$ cat src/rtl/noc_pkg.sv
`default_nettype none
// +------------------------------------------------------------------+
// | noc_pkg : shared mesh-NoC flit encodings, port indices and types |
// | Revision: 1.0                                                    |
// +------------------------------------------------------------------+
package noc_pkg;

   localparam int DATA_WIDTH = 32;

   // Flit type lives in the two MSBs of every flit
   localparam logic [1:0] FLIT_BODY   = 2'b00;
   localparam logic [1:0] FLIT_HEAD   = 2'b01;
   localparam logic [1:0] FLIT_TAIL   = 2'b10;
   localparam logic [1:0] FLIT_SINGLE = 2'b11;

   localparam int PORT_LOCAL = 0;
   localparam int PORT_XP    = 1;
   localparam int PORT_XN    = 2;
   localparam int PORT_YP    = 3;
   localparam int PORT_YN    = 4;
   localparam int NUM_PORTS  = 5;

   typedef logic [NUM_PORTS-1:0] port_vec_t;

   function automatic logic [1:0] flit_type(input logic [DATA_WIDTH-1:0] flit);
      return flit[DATA_WIDTH-1 -: 2];
   endfunction

endpackage
`default_nettype wire

$ cat src/rtl/noc_fifo.sv
`default_nettype none
// +------------------------------------------------------------------+
// | noc_fifo : synchronous FIFO with occupancy count, pop-before-push |
// | Revision: 1.0                                                    |
// +------------------------------------------------------------------+
module noc_fifo #(
   parameter int WIDTH = 32,
   parameter int DEPTH = 4,
   parameter int CNT_W = $clog2(DEPTH) + 1
) (
   input  logic             clk,
   input  logic             rst_n,
   input  logic             push_i,
   input  logic             pop_i,
   input  logic [WIDTH-1:0] wdata_i,
   output logic [WIDTH-1:0] rdata_o,
   output logic [CNT_W-1:0] count_o,
   output logic             empty_o
);

   localparam int AW = $clog2(DEPTH);

   logic [WIDTH-1:0] mem_q [DEPTH];
   logic [AW-1:0]    wr_ptr_q;
   logic [AW-1:0]    rd_ptr_q;
   logic [CNT_W-1:0] count_q;
   logic             full;
   logic             push_ok;
   logic             pop_ok;

   assign empty_o = (count_q == '0);
   assign full    = (count_q == CNT_W'(DEPTH));
   assign pop_ok  = pop_i & ~empty_o;
   // A full FIFO still accepts a write when the same cycle frees a slot
   assign push_ok = push_i & (~full | pop_ok);

   always_ff @(posedge clk) begin
      if (push_ok) begin
         mem_q[wr_ptr_q] <= wdata_i;
      end
   end

   always_ff @(posedge clk or negedge rst_n) begin
      if (!rst_n) begin
         wr_ptr_q <= '0;
         rd_ptr_q <= '0;
         count_q  <= '0;
      end else begin
         if (push_ok) wr_ptr_q <= wr_ptr_q + 1'b1;
         if (pop_ok)  rd_ptr_q <= rd_ptr_q + 1'b1;
         count_q <= count_q + CNT_W'(push_ok) - CNT_W'(pop_ok);
      end
   end

   assign rdata_o = mem_q[rd_ptr_q];
   assign count_o = count_q;

endmodule
`default_nettype wire

$ cat src/rtl/router_in_port.sv
`default_nettype none
// +------------------------------------------------------------------+
// | router_in_port : link input buffer, XY route compute, wormhole   |
// | request hold. Optional ERR_OUT with macro ROUTER_IBUF_ERR_EN.    |
// | Revision: 1.0                                                    |
// +------------------------------------------------------------------+
module router_in_port
   import noc_pkg::*;
#(
   parameter int DEPTH = 4,
   parameter int X_W   = 2,
   parameter int Y_W   = 1,
   parameter int MY_X  = 0,
   parameter int MY_Y  = 0
) (
   input  logic                  clk,
   input  logic                  rst_n,
   input  logic [DATA_WIDTH-1:0] DATA_IN,
   input  logic                  DATA_VALID_IN,
   output logic                  FULL_OUT,
   output logic [4:0]            SW_REQ,
   input  logic                  SW_GNT,
   output logic [DATA_WIDTH-1:0] FLIT_OUT,
   output logic                  FLIT_VALID_OUT
`ifdef ROUTER_IBUF_ERR_EN
   ,
   output logic                  ERR_OUT
`endif
);

   localparam int CNT_W = $clog2(DEPTH) + 1;

   typedef enum logic [0:0] {
      IDLE   = 1'b0,
      ACTIVE = 1'b1
   } state_e;

   state_e          state_q, state_d;
   port_vec_t       route_q, route_d;
   logic            full_q;
   logic [DATA_WIDTH-1:0] head;
   logic [CNT_W-1:0] count;
   logic [CNT_W-1:0] count_d;
   logic            empty;
   logic            fifo_full;
   logic            push;
   logic            pop;
   logic            flit_valid;
   logic [1:0]      head_type;
   logic            head_starts;
   logic            head_ends;

   function automatic port_vec_t xy_route(input logic [DATA_WIDTH-1:0] flit);
      logic [X_W-1:0] dx;
      logic [Y_W-1:0] dy;
      port_vec_t      r;
      dx = flit[X_W-1:0];
      dy = flit[X_W+Y_W-1:X_W];
      r  = '0;
      if (dx > X_W'(MY_X))      r[PORT_XP]    = 1'b1;
      else if (dx < X_W'(MY_X)) r[PORT_XN]    = 1'b1;
      else if (dy > Y_W'(MY_Y)) r[PORT_YP]    = 1'b1;
      else if (dy < Y_W'(MY_Y)) r[PORT_YN]    = 1'b1;
      else                      r[PORT_LOCAL] = 1'b1;
      return r;
   endfunction

   noc_fifo #(
      .WIDTH (DATA_WIDTH),
      .DEPTH (DEPTH),
      .CNT_W (CNT_W)
   ) u_fifo (
      .clk     (clk),
      .rst_n   (rst_n),
      .push_i  (push),
      .pop_i   (pop),
      .wdata_i (DATA_IN),
      .rdata_o (head),
      .count_o (count),
      .empty_o (empty)
   );

   assign head_type   = flit_type(head);
   assign head_starts = (head_type == FLIT_HEAD) || (head_type == FLIT_SINGLE);
   assign head_ends   = (head_type == FLIT_TAIL) || (head_type == FLIT_SINGLE);
   assign fifo_full   = (count == CNT_W'(DEPTH));

   always_comb begin
      state_d    = state_q;
      route_d    = route_q;
      pop        = 1'b0;
      flit_valid = 1'b0;
      case (state_q)
         IDLE: begin
            if (!empty) begin
               if (head_starts) begin
                  route_d = xy_route(head);
                  state_d = ACTIVE;
               end else begin
                  // Body/tail with no owning head: discard it
                  pop = 1'b1;
               end
            end
         end
         ACTIVE: begin
            if (SW_GNT && !empty) begin
               pop        = 1'b1;
               flit_valid = 1'b1;
               if (head_ends) state_d = IDLE;
            end
         end
         default: state_d = IDLE;
      endcase
   end

   assign push    = DATA_VALID_IN & (~fifo_full | pop);
   assign count_d = count + CNT_W'(push) - CNT_W'(pop);

   always_ff @(posedge clk or negedge rst_n) begin
      if (!rst_n) begin
         state_q <= IDLE;
         route_q <= '0;
         full_q  <= 1'b0;
      end else begin
         state_q <= state_d;
         route_q <= route_d;
         // Asserted one entry early to cover the flit already on the link
         full_q  <= (count_d >= CNT_W'(DEPTH - 1));
      end
   end

`ifdef ROUTER_IBUF_ERR_EN
   logic err_q;
   logic err_set;

   assign err_set = (DATA_VALID_IN & fifo_full & ~pop)
                  | ((state_q == IDLE) & ~empty & ~head_starts);

   always_ff @(posedge clk or negedge rst_n) begin
      if (!rst_n) begin
         err_q <= 1'b0;
      end else if (err_set) begin
         err_q <= 1'b1;
      end
   end

   assign ERR_OUT = err_q;
`endif

   assign FULL_OUT       = full_q;
   assign SW_REQ         = (state_q == ACTIVE) ? route_q : '0;
   assign FLIT_OUT       = empty ? '0 : head;
   assign FLIT_VALID_OUT = flit_valid;

endmodule
`default_nettype wire
$ cat config.mk
export PLATFORM = sky130hd
export DESIGN_NAME = router_in_port
export DESIGN_NICKNAME = d
export VERILOG_FILES = /design/src/rtl/noc_pkg.sv /design/src/rtl/noc_fifo.sv /design/src/rtl/router_in_port.sv
export SDC_FILE = /design/constraint.sdc
export NUM_CORES = 1
export LEC_CHECK = 0
export BUFFER_PORTS_ARGS = -buffer_cell sky130_fd_sc_hd__buf_4
export CORE_MARGIN = 4
export CORE_UTILIZATION = 50
export DETAILED_ROUTE_END_ITERATION = 12
export PLACE_DENSITY = 0.74
export SETUP_SLACK_MARGIN = 0.2
export SLEW_MARGIN = 20
export SYNTH_ARGS = -nofsm -noshare
export SYNTH_HDL_FRONTEND = slang
export SYNTH_SLANG_ARGS = --single-unit
$ cat constraint.sdc
create_clock -name clk -period 2.6 [get_ports clk]
set_clock_uncertainty 0.05 [all_clocks]
set_input_delay 0.52 -clock clk [delete_from_list [all_inputs] [get_ports clk]]
set_output_delay 0.52 -clock clk [all_outputs]
set_load 0.02 [all_outputs]
==> results.toml <==
[critical_path]
crit_buf_inv = 3
cp_top_family = "multiplexers"
cp_cell_sequence = "buf_12, buf_12, mux4_2, nor2b_4, buf_6"
worst-path-max-fanout = 5
critPathSlowestCell = "mux4_2"
cp.required_ns = 2.03
cp-start-kind = "register"
cp_slowest_stage_delay_ns = 0.57
crit_top_cell = "buf_12"
end_kind = "output pin"
worst-setup-path-type = "register to output pin"
arrival_ns = 2.08

[power]
p_int_mw = 7.18
seq_power_share_pct = 30.2
switchingPower_mw = 3.48
irDropWorstVdd_v = 0.000733
powerDensity_mw_per_mm2 = 1350
clockPowerShare_pct = 23.9
swShare_pct = 32.6
combPwrFrac_pct = 45.9
p_leak_nw = 2.98
total_power_mw = 10.7

[job]
drv_cap = 0

[die]
initial_utilization_pct = 51.1
fp.dieW_um = 114
coreArea_mm2 = 0.0109
ios = 75
num_rows = 38
dieArea_mm2 = 0.0129
fp.dieH_um = 114

[synthesis]
synth.distinct_cells = 28
synth_most_common_cell = "edfxtp_1"
yosys_warnings = 0
avgSynthCellArea_um2 = 20.2
synthTopCellsByCount = "edfxtp_1 (128), mux4_2 (32), nor2b_1 (32)"
synthArstFlopShare_pct = 8.57
synth_area_mm2 = 0.00557
synth-edff-count = 128
synth-seq-cells = 140
syn_inst = 276
synth-main-ff-cell = "edfxtp_1"
ys_seq_area_share_pct = 74.4
yosys.area.top_type = "edfxtp_1"
synthTopCellsByArea = "edfxtp_1 (69%), mux4_2 (13%), dfrtp_1 (5.4%), nor2b_1 (3.6%), ha_1 (1.8%)"
synth.top_cell.area_share_pct = 69.0

[cells_and_area]
drive_gt1_share_pct = 51.9
nFillCells = 621
fin_nets = 447
multiInputGateArea_mm2 = 0.00148
final_area_mm2 = 0.00788
fin_util_pct = 72.3
stdcell_count = 554
insertedDiodeCount = 0
area_delta_synth_final_pct = 41.4
seq_area_mm2 = 0.00415

[timing]
rsz0062_at_grt = "yes"
period_needed_ns = 2.65
finalSetupViolCount = 18
finalHoldViolations = 0
maxSlewViolCount = 0
max_freq_ghz = 0.377
final_min_period_over_clock_period_pct = 102
fin_setup_tns_ns = -0.376
whs_ns = 0.141
final.setup.worst_slack_ns = -0.0547

[global_route]
grt_pass1_wl_um = 17400
antenna_found_initial = 0
grt-ovfl-total = 0
grt_max_degree = 33
grt_usage_pct = 18.8
grt_pass1_vias = 3109

[cts]
clock_sinks = 140
clock_path_buffers = 2
htree_levels = 4
clk_pin_slew_ns = 0.07
clk_latency_ns = 0.53
clockRootBuffer = "clkbuf_8"
numCtsBuffers = 17
cts_tree = "yes"

[route]
drc = 0
firstDrtPassIters = 5
drtIter0Drc = 231
vias_per_cell = 5.49
ant_nets = 0
dr_total_vias = 3039
routed_wl_um = 13200
wl_per_cell_um = 23.9

[placement]
io_buffers = 72
place_ws_ns = 0.119
place_area_mm2 = 0.00639
dp_hpwl_um = 5900
place_inst = 487
gp_congestion = 0.793

[outcome]
violations = "negative setup slack"
status = "finished with violations"

[hold_path]
hold_class = "primary input to register"
==> flip-flops by register name, indices dropped and copies added (netlist names) <==
| register | cells |
|---|---|
| u_fifo.mem_q | 128 |
| route_q | 3 |
| u_fifo.count_o | 3 |
| u_fifo.rd_ptr_q | 2 |
| u_fifo.wr_ptr_q | 2 |
| FULL_OUT | 1 |
| state_q | 1 |
==> timing repair <==
| action | 4_1_cts | 5_1_grt |
|---|---|---|
| hold buffers | 1 | 0 |
| endpoints found under the hold margin | 12 | 0 |
| pin swaps | 4 | 6 |
| gates resized for setup | 22 | 57 |
| buffers inserted | 8 | 8 |
| setup endpoints to repair | 60 | 162 |
| cloned | 5 | 13 |
==> routing by layer <==
metal / vias to the layer above / GRT usage (%) / part of all wire [%]
met5: - / 0 / 0
met4: 0 / 8.17 / 2.6
met3: 22 / 5.84 / 8.2
met2: 146 / 31.4 / 51
met1: 1541 / 22.7 / 38
li1: 1330 / - / -
==> kinds of logic after synthesis <==
family / share of synthesized area [%]
AND/OR/NAND/NOR: 5.30
buffers and inverters: 2.09
multiplexers: 13.2
XOR/XNOR: 0.944
other: 0.0673
flip-flops: 74.4
AO/OA/AOI/OAI: 1.46
adder cells (fa/ha/maj): 2.52
==> placed cells by master, fill, tap and decap left out, drive strengths merged, types with 2 or more instances in the layout <==
cell type / netlist / final
o21ai: 2 / 2
nor2: 4 / 4
a211oi: 2 / 2
conb: 1 / 2
dfrtp: 12 / 12
a41oi: 2 / 2
inv: 13 / 19
nand2: 6 / 6
edfxtp: 128 / 128
xnor2: 5 / 5
bufinv: 0 / 4
fa: 2 / 2
clkbuf: 7 / 27
mux4: 32 / 32
nor2b: 32 / 32
buf: 6 / 107
clkinv: 0 / 4
and2: 6 / 6
ha: 8 / 8
==> worst paths after layout <==
kind                                                  end  depth (start not counted)  slack (ns)                      startpoint
setup / recovery                              FLIT_OUT[1]                          5       -0.05  u_fifo.rd_ptr_q[0]$_DFFE_PN0N_
hold / removal              u_fifo.mem_q[3][24]$_DFFE_PP_                          1        0.14                     DATA_IN[24]
setup reg to reg            u_fifo.mem_q[1][29]$_DFFE_PP_                          7           0  u_fifo.rd_ptr_q[0]$_DFFE_PN0N_
hold reg to reg                    route_q[0]$_DFFE_PN0P_                          2        0.43          route_q[0]$_DFFE_PN0P_
max in group asynchronous  u_fifo.rd_ptr_q[1]$_DFFE_PN0N_                          2        1.97                           rst_n
min in group asynchronous  u_fifo.rd_ptr_q[0]$_DFFE_PN0N_                          2        0.36                           rst_n
==> layout make-up <==
class | instances | area share (%)
clock buffer | 17 | 5.26
clock inverter | 15 | 2.62
inverter | 13 | 0.620
multi-input combinational | 111 | 18.8
sequential | 140 | 52.7
tap | 140 | 2.22
timing repair buffer | 118 | 17.8
==> power groups by stage <==
stage | logic [mW] | clock network, mW | registers, mW
2_1_floorplan | 2.27 | 0 | 3.17
3_3_place_gp | 3.50 | 0 | 3.20
3_5_place_dp | 3.53 | 0 | 3.23
4_1_cts | 4.05 | 2.54 | 3.19
5_1_grt | 5.20 | 2.69 | 3.25
6_report | 4.90 | 2.54 | 3.22
Power figures use the tool's default switching activity.
